### src/rtl/ov7620_pkg.sv
// rtl/ov7620_pkg.sv - shared types, mode codes and default OV7620 timing
package ov7620_pkg;

  typedef enum logic [2:0] {
    ST_IDLE,
    ST_VS,
    ST_VBP,
    ST_ACT,
    ST_VFP
  } state_t;

  localparam logic [1:0] MODE_RAMP    = 2'd0;
  localparam logic [1:0] MODE_BARS    = 2'd1;
  localparam logic [1:0] MODE_CHECKER = 2'd2;
  localparam logic [1:0] MODE_CONST   = 2'd3;

  localparam int X_W    = 11;
  localparam int LINE_W = 10;

  localparam int DEF_H_ACTIVE  = 640;
  localparam int DEF_H_BLANK   = 144;
  localparam int DEF_V_ACTIVE  = 240;
  localparam int DEF_VS_LINES  = 3;
  localparam int DEF_VBP_LINES = 16;
  localparam int DEF_VFP_LINES = 4;
  localparam int DEF_PCLK_HALF = 2;

  // Only the pixel bits each pattern actually consumes are passed in.
  function automatic logic [7:0] pixel_value(input logic [1:0] mode,
                                             input logic [8:0] px,
                                             input logic       py5,
                                             input logic [7:0] level);
    case (mode)
      MODE_RAMP:    return px[7:0];
      MODE_BARS:    return {px[8:6], 5'b0};
      MODE_CHECKER: return (px[5] ^ py5) ? 8'hFF : 8'h00;
      default:      return level;
    endcase
  endfunction

endpackage

### src/rtl/ov7620_pclk_div.sv
// rtl/ov7620_pclk_div.sv - PCLK divider; tick marks the CLK cycle where PCLK falls
module ov7620_pclk_div #(
  parameter int PCLK_HALF = 2
) (
  input  logic clk,
  input  logic rst,
  input  logic en,
  output logic pclk,
  output logic tick
);

  localparam int CW = (PCLK_HALF > 1) ? $clog2(PCLK_HALF) : 1;
  localparam logic [CW-1:0] CNT_LAST = CW'(PCLK_HALF - 1);

  logic [CW-1:0] cnt;
  logic          wrap;

  assign wrap = en && (cnt == CNT_LAST);
  assign tick = wrap && pclk;

  always_ff @(posedge clk or posedge rst) begin
    if (rst) begin
      cnt  <= '0;
      pclk <= 1'b0;
    end else if (!en) begin
      cnt  <= '0;
      pclk <= 1'b0;
    end else if (wrap) begin
      cnt  <= '0;
      pclk <= ~pclk;
    end else begin
      cnt <= cnt + 1'b1;
    end
  end

endmodule

### src/rtl/ov7620_stream_gen.sv
// rtl/ov7620_stream_gen.sv - OV7620 sensor emulator producing PCLK/HREF/VSYNC/Y_Data
module ov7620_stream_gen
  import ov7620_pkg::*;
#(
  parameter int H_ACTIVE  = DEF_H_ACTIVE,
  parameter int H_BLANK   = DEF_H_BLANK,
  parameter int V_ACTIVE  = DEF_V_ACTIVE,
  parameter int VS_LINES  = DEF_VS_LINES,
  parameter int VBP_LINES = DEF_VBP_LINES,
  parameter int VFP_LINES = DEF_VFP_LINES,
  parameter int PCLK_HALF = DEF_PCLK_HALF
) (
  input  logic       CLK,
  input  logic       RST,
  input  logic       EN,
  input  logic [1:0] Mode,
  input  logic [7:0] Level,
  output logic       PCLK,
  output logic       HREF,
  output logic       VSYNC,
  output logic [7:0] Y_Data,
  output logic       Frame_Done,
  output logic       Busy,
  output logic [7:0] Frame_Cnt
);

  localparam logic [X_W-1:0]    X_LAST   = X_W'(H_ACTIVE + H_BLANK - 1);
  localparam logic [X_W-1:0]    X_ACT    = X_W'(H_ACTIVE);
  localparam logic [LINE_W-1:0] VS_LAST  = LINE_W'(VS_LINES - 1);
  localparam logic [LINE_W-1:0] VBP_LAST = LINE_W'(VBP_LINES - 1);
  localparam logic [LINE_W-1:0] ACT_LAST = LINE_W'(V_ACTIVE - 1);
  localparam logic [LINE_W-1:0] VFP_LAST = LINE_W'(VFP_LINES - 1);

  state_t              state, state_nxt;
  logic [X_W-1:0]      x;
  logic [LINE_W-1:0]   line, line_last;
  logic                tick, line_end, state_end, frame_end, latch;
  logic [1:0]          mode_q;
  logic [7:0]          level_q;

  ov7620_pclk_div #(.PCLK_HALF(PCLK_HALF)) u_div (
    .clk  (CLK),
    .rst  (RST),
    .en   (state != ST_IDLE),
    .pclk (PCLK),
    .tick (tick)
  );

  always_comb begin
    line_last = VFP_LAST;
    case (state)
      ST_VS:   line_last = VS_LAST;
      ST_VBP:  line_last = VBP_LAST;
      ST_ACT:  line_last = ACT_LAST;
      default: line_last = VFP_LAST;
    endcase
  end

  assign line_end  = tick && (x == X_LAST);
  assign state_end = line_end && (line == line_last);
  assign frame_end = state_end && (state == ST_VFP);
  // Mode/Level are captured only when a frame is about to start.
  assign latch     = EN && ((state == ST_IDLE) || frame_end);

  always_ff @(posedge CLK or posedge RST) begin
    if (RST) state <= ST_IDLE;
    else     state <= state_nxt;
  end

  always_comb begin
    state_nxt = state;
    case (state)
      ST_IDLE: if (EN)        state_nxt = ST_VS;
      ST_VS:   if (state_end) state_nxt = ST_VBP;
      ST_VBP:  if (state_end) state_nxt = ST_ACT;
      ST_ACT:  if (state_end) state_nxt = ST_VFP;
      ST_VFP:  if (state_end) state_nxt = EN ? ST_VS : ST_IDLE;
      default:                state_nxt = ST_IDLE;
    endcase
  end

  always_comb begin
    Busy   = (state != ST_IDLE);
    VSYNC  = (state == ST_VS);
    HREF   = (state == ST_ACT) && (x < X_ACT);
    Y_Data = 8'h00;
    if (HREF) Y_Data = pixel_value(mode_q, x[8:0], line[5], level_q);
  end

  always_ff @(posedge CLK or posedge RST) begin
    if (RST) begin
      x    <= '0;
      line <= '0;
    end else if (state == ST_IDLE) begin
      x    <= '0;
      line <= '0;
    end else if (line_end) begin
      x    <= '0;
      line <= state_end ? '0 : line + 1'b1;
    end else if (tick) begin
      x <= x + 1'b1;
    end
  end

  always_ff @(posedge CLK or posedge RST) begin
    if (RST) begin
      mode_q  <= MODE_RAMP;
      level_q <= 8'h00;
    end else if (latch) begin
      mode_q  <= Mode;
      level_q <= Level;
    end
  end

  always_ff @(posedge CLK or posedge RST) begin
    if (RST) begin
      Frame_Done <= 1'b0;
      Frame_Cnt  <= 8'h00;
    end else begin
      Frame_Done <= frame_end;
      if (frame_end) Frame_Cnt <= Frame_Cnt + 8'd1;
    end
  end

endmodule

### config.mk
export PLATFORM = sky130hd
export DESIGN_NAME = ov7620_stream_gen
export DESIGN_NICKNAME = d
export VERILOG_FILES = /design/src/rtl/ov7620_pkg.sv /design/src/rtl/ov7620_pclk_div.sv /design/src/rtl/ov7620_stream_gen.sv
export SDC_FILE = /design/constraint.sdc
export NUM_CORES = 1
export LEC_CHECK = 0
export CORE_ASPECT_RATIO = 1.25
export CORE_MARGIN = 4
export CORE_UTILIZATION = 59
export DETAILED_ROUTE_END_ITERATION = 16
export MAX_ROUTING_LAYER = met4
export PLACE_DENSITY = 0.95
export SYNTH_ARGS = -nofsm -noshare
export SYNTH_HDL_FRONTEND = slang
export SYNTH_SLANG_ARGS = --single-unit
### constraint.sdc
create_clock -name CLK -period 3.9 [get_ports CLK]
set_input_delay 0.585 -clock CLK [delete_from_list [all_inputs] [get_ports CLK]]
set_output_delay 0.585 -clock CLK [all_outputs]
set_load 0.02 [all_outputs]
==> flow_summary.ini <==
[placement]
dpl_cell_area_sq_um = 2840
gp_congestion = 0.873
preCtsSetupSlack_ps = 1240
place.port_buffers = 33
dp_cells = 332
dp_hpwl_microns = 3820

[sta]
fmaxAchievable_mhz = 335
finalSetupViolations = 0
final_hold_viol_count = 0
tightest_slew_ps = 736
worst_slack_ps = 916
fin_crit_sh = 0.765
period_minus_slack_ps = 2980
setup_tns_ps = 0
maxSlewViolCount = 0
rsz0062_at_grt = false
relSlewSlack = 0.506
fin_skew_ps = 10.3

[layout]
finish.instance_area_sq_um = 2960
area_growth_pct = 19.1
final_common_cell = dfrtp_1
fin_util = 0.728
final_cell_mix = 45 x dfrtp_1, 33 x clkdlybuf4s50_1, 31 x nor2_1
drive_gt1_frac = 0.106
antenna_cells = 0
final_cells = 340
fin_nets = 299

[cts]
clk_path_buf_depth = 2
cts_htree_levels = 2
cts_setup_buffers = 0
ctsHoldBuffers = 0
clk_latency_ps = 300
clockRootBuffer = clkbuf_8
cts_inserted_buffers = 5
clock-sinks = 45
cts_tree = done
path_clk_slew_ps = 80
cts-resized-gates = 0

[setup_path]
cp-end-kind = output pin
startpoint_type = register
arrival_ps = 2400
path_max_fanout = 8
critical_path_class = register to output pin
worstPathRequired_ps = 3310

[yosys]
syn_nets = 268
yosysUniqueCellTypes = 41
async_flop_share = 1.00
ys_seq_elements = 45
synth_area_per_cell_sq_um = 9.86
ys.flop_type = dfrtp_1
synth_edf_count = 0
yosysWarnings = 0
syn-instance-count = 252
synth_seq_area_share = 0.453
synth_area_sq_um = 2480

[floorplanning]
pin_count = 34
die_w_microns = 66.0
fp-row-count = 26
die_y_microns = 80.6
initial_core_util = 0.611
dieArea_sq_um = 5320
design.core.area_sq_um = 4070

[drt]
drcViolationCount = 0
drt-vias-per-instance = 5.88
drtIter0Drc = 164
drt_first_pass_iters = 5
vias = 2000
finalWirelength_microns = 5360
wl_per_cell_microns = 15.8
ant_nets = 0

[global_routing]
antenna_found_initial = 0
top_usage_layer = met2
grt_util_met2 = 0.365
gr-usage-met1 = 0.282
grt_pass1_wl_microns = 9030
use_met3 = 0.0350
grt_max_degree = 26
grt-ovfl-total = 0
grt_pass1_vias = 1982
grt_use_total = 0.225

[run]
maxCapViolCount = 0

[power_and_ir_drop]
p_leak_nw = 1.34
ir_worst_vdd_v = 0.000194
power_density_nw_per_um2 = 287

[status]
status = complete, no violations

[hold_path]
min_path_type = register to register
==> per-stage QoR <==
step	total power [mW]	hold WS (ps)
final	0.851	497
after global routing	0.878	521
after CTS	0.858	509
after detailed placement	0.500	498
after global placement	0.499	460
after floorplan	0.484	481
==> per-layer routing <==
| metal | wire (microns) | share of wire |
|---|---|---|
| met1 | 2290 | 0.43 |
| met2 | 2750 | 0.51 |
| met3 | 204 | 0.038 |
| met4 | 109 | 0.020 |
| met5 | 0 | 0 |
==> power breakdown <==
part | leakage, nW | switching (mW) | internal, mW
sequential | 0.609 | 0 | 0.466
clock | 0.0585 | 0.152 | 0.209
combinational | 0.668 | 0.0114 | 0.0120
==> cells in the mapped netlist (7+ instances only) <==
library cell / instances / area [sq um]
a21oi_1: 13 / 65.1
and3_1: 8 / 50.1
clkbuf_1: 8 / 30.0
dfrtp_1: 45 / 1130
mux2_4: 10 / 150
nand2_1: 21 / 78.8
nand3_1: 19 / 95.1
nor2_1: 31 / 116
nor3_1: 9 / 45.0
o21ai_0: 7 / 35.0
xnor2_1: 12 / 105
xor2_1: 10 / 87.6
==> critical path, cell delays in order, from the launching register on <==
cell and delay (ps):
dfrtp_1 490, xor2_1 210, nand3b_1 250, inv_1 140, mux2i_1 80, a221oi_1 270, clkdlybuf4s50_1 670
==> final cells by class <==
type                            count  area [sq um]
Clock buffer                        7          86.3
Clock inverter                      1          30.0
Fill cell                         295          1110
Inverter                            5          18.8
Multi-Input combinational cell    190          1270
Sequential cell                    45          1130
Tap cell                           56          70.1
Timing Repair Buffer               36           353
==> cells by family after synthesis <==
logic type / after synthesis / share of synthesized area
AO/OA/AOI/OAI: 32 / 0.0755
XOR/XNOR: 22 / 0.0775
adder cells (fa/ha/maj): 3 / 0.0151
buffers and inverters: 17 / 0.0337
flip-flops: 45 / 0.453
multiplexers: 18 / 0.0937
AND/OR/NAND/NOR: 115 / 0.251
==> sequential cells by signal (all words and copies together) (netlist names) <==
register	count
x	11
u_div.pclk	1
state	3
Frame_Done	1
Frame_Cnt	8
level_q	8
line	10
mode_q	2
u_div.cnt	1
==> path summary, 6_finish.rpt <==
path | slack, ps | from | endpoint | cells past startpoint
max reg2reg | 1190 | x[4] | Frame_Cnt[1] | 5
min | 500 | Frame_Cnt[7] | Frame_Cnt[7] | 1
min reg2reg | 500 | Frame_Cnt[7] | Frame_Cnt[7] | 1
max in group asynchronous | 2540 | RST | x[0] | 3
max | 920 | line[5] | Y_Data[6] | 6
min in group asynchronous | 630 | RST | state[1] | 2
No activity file was read; power rests on OpenSTA's default activity.
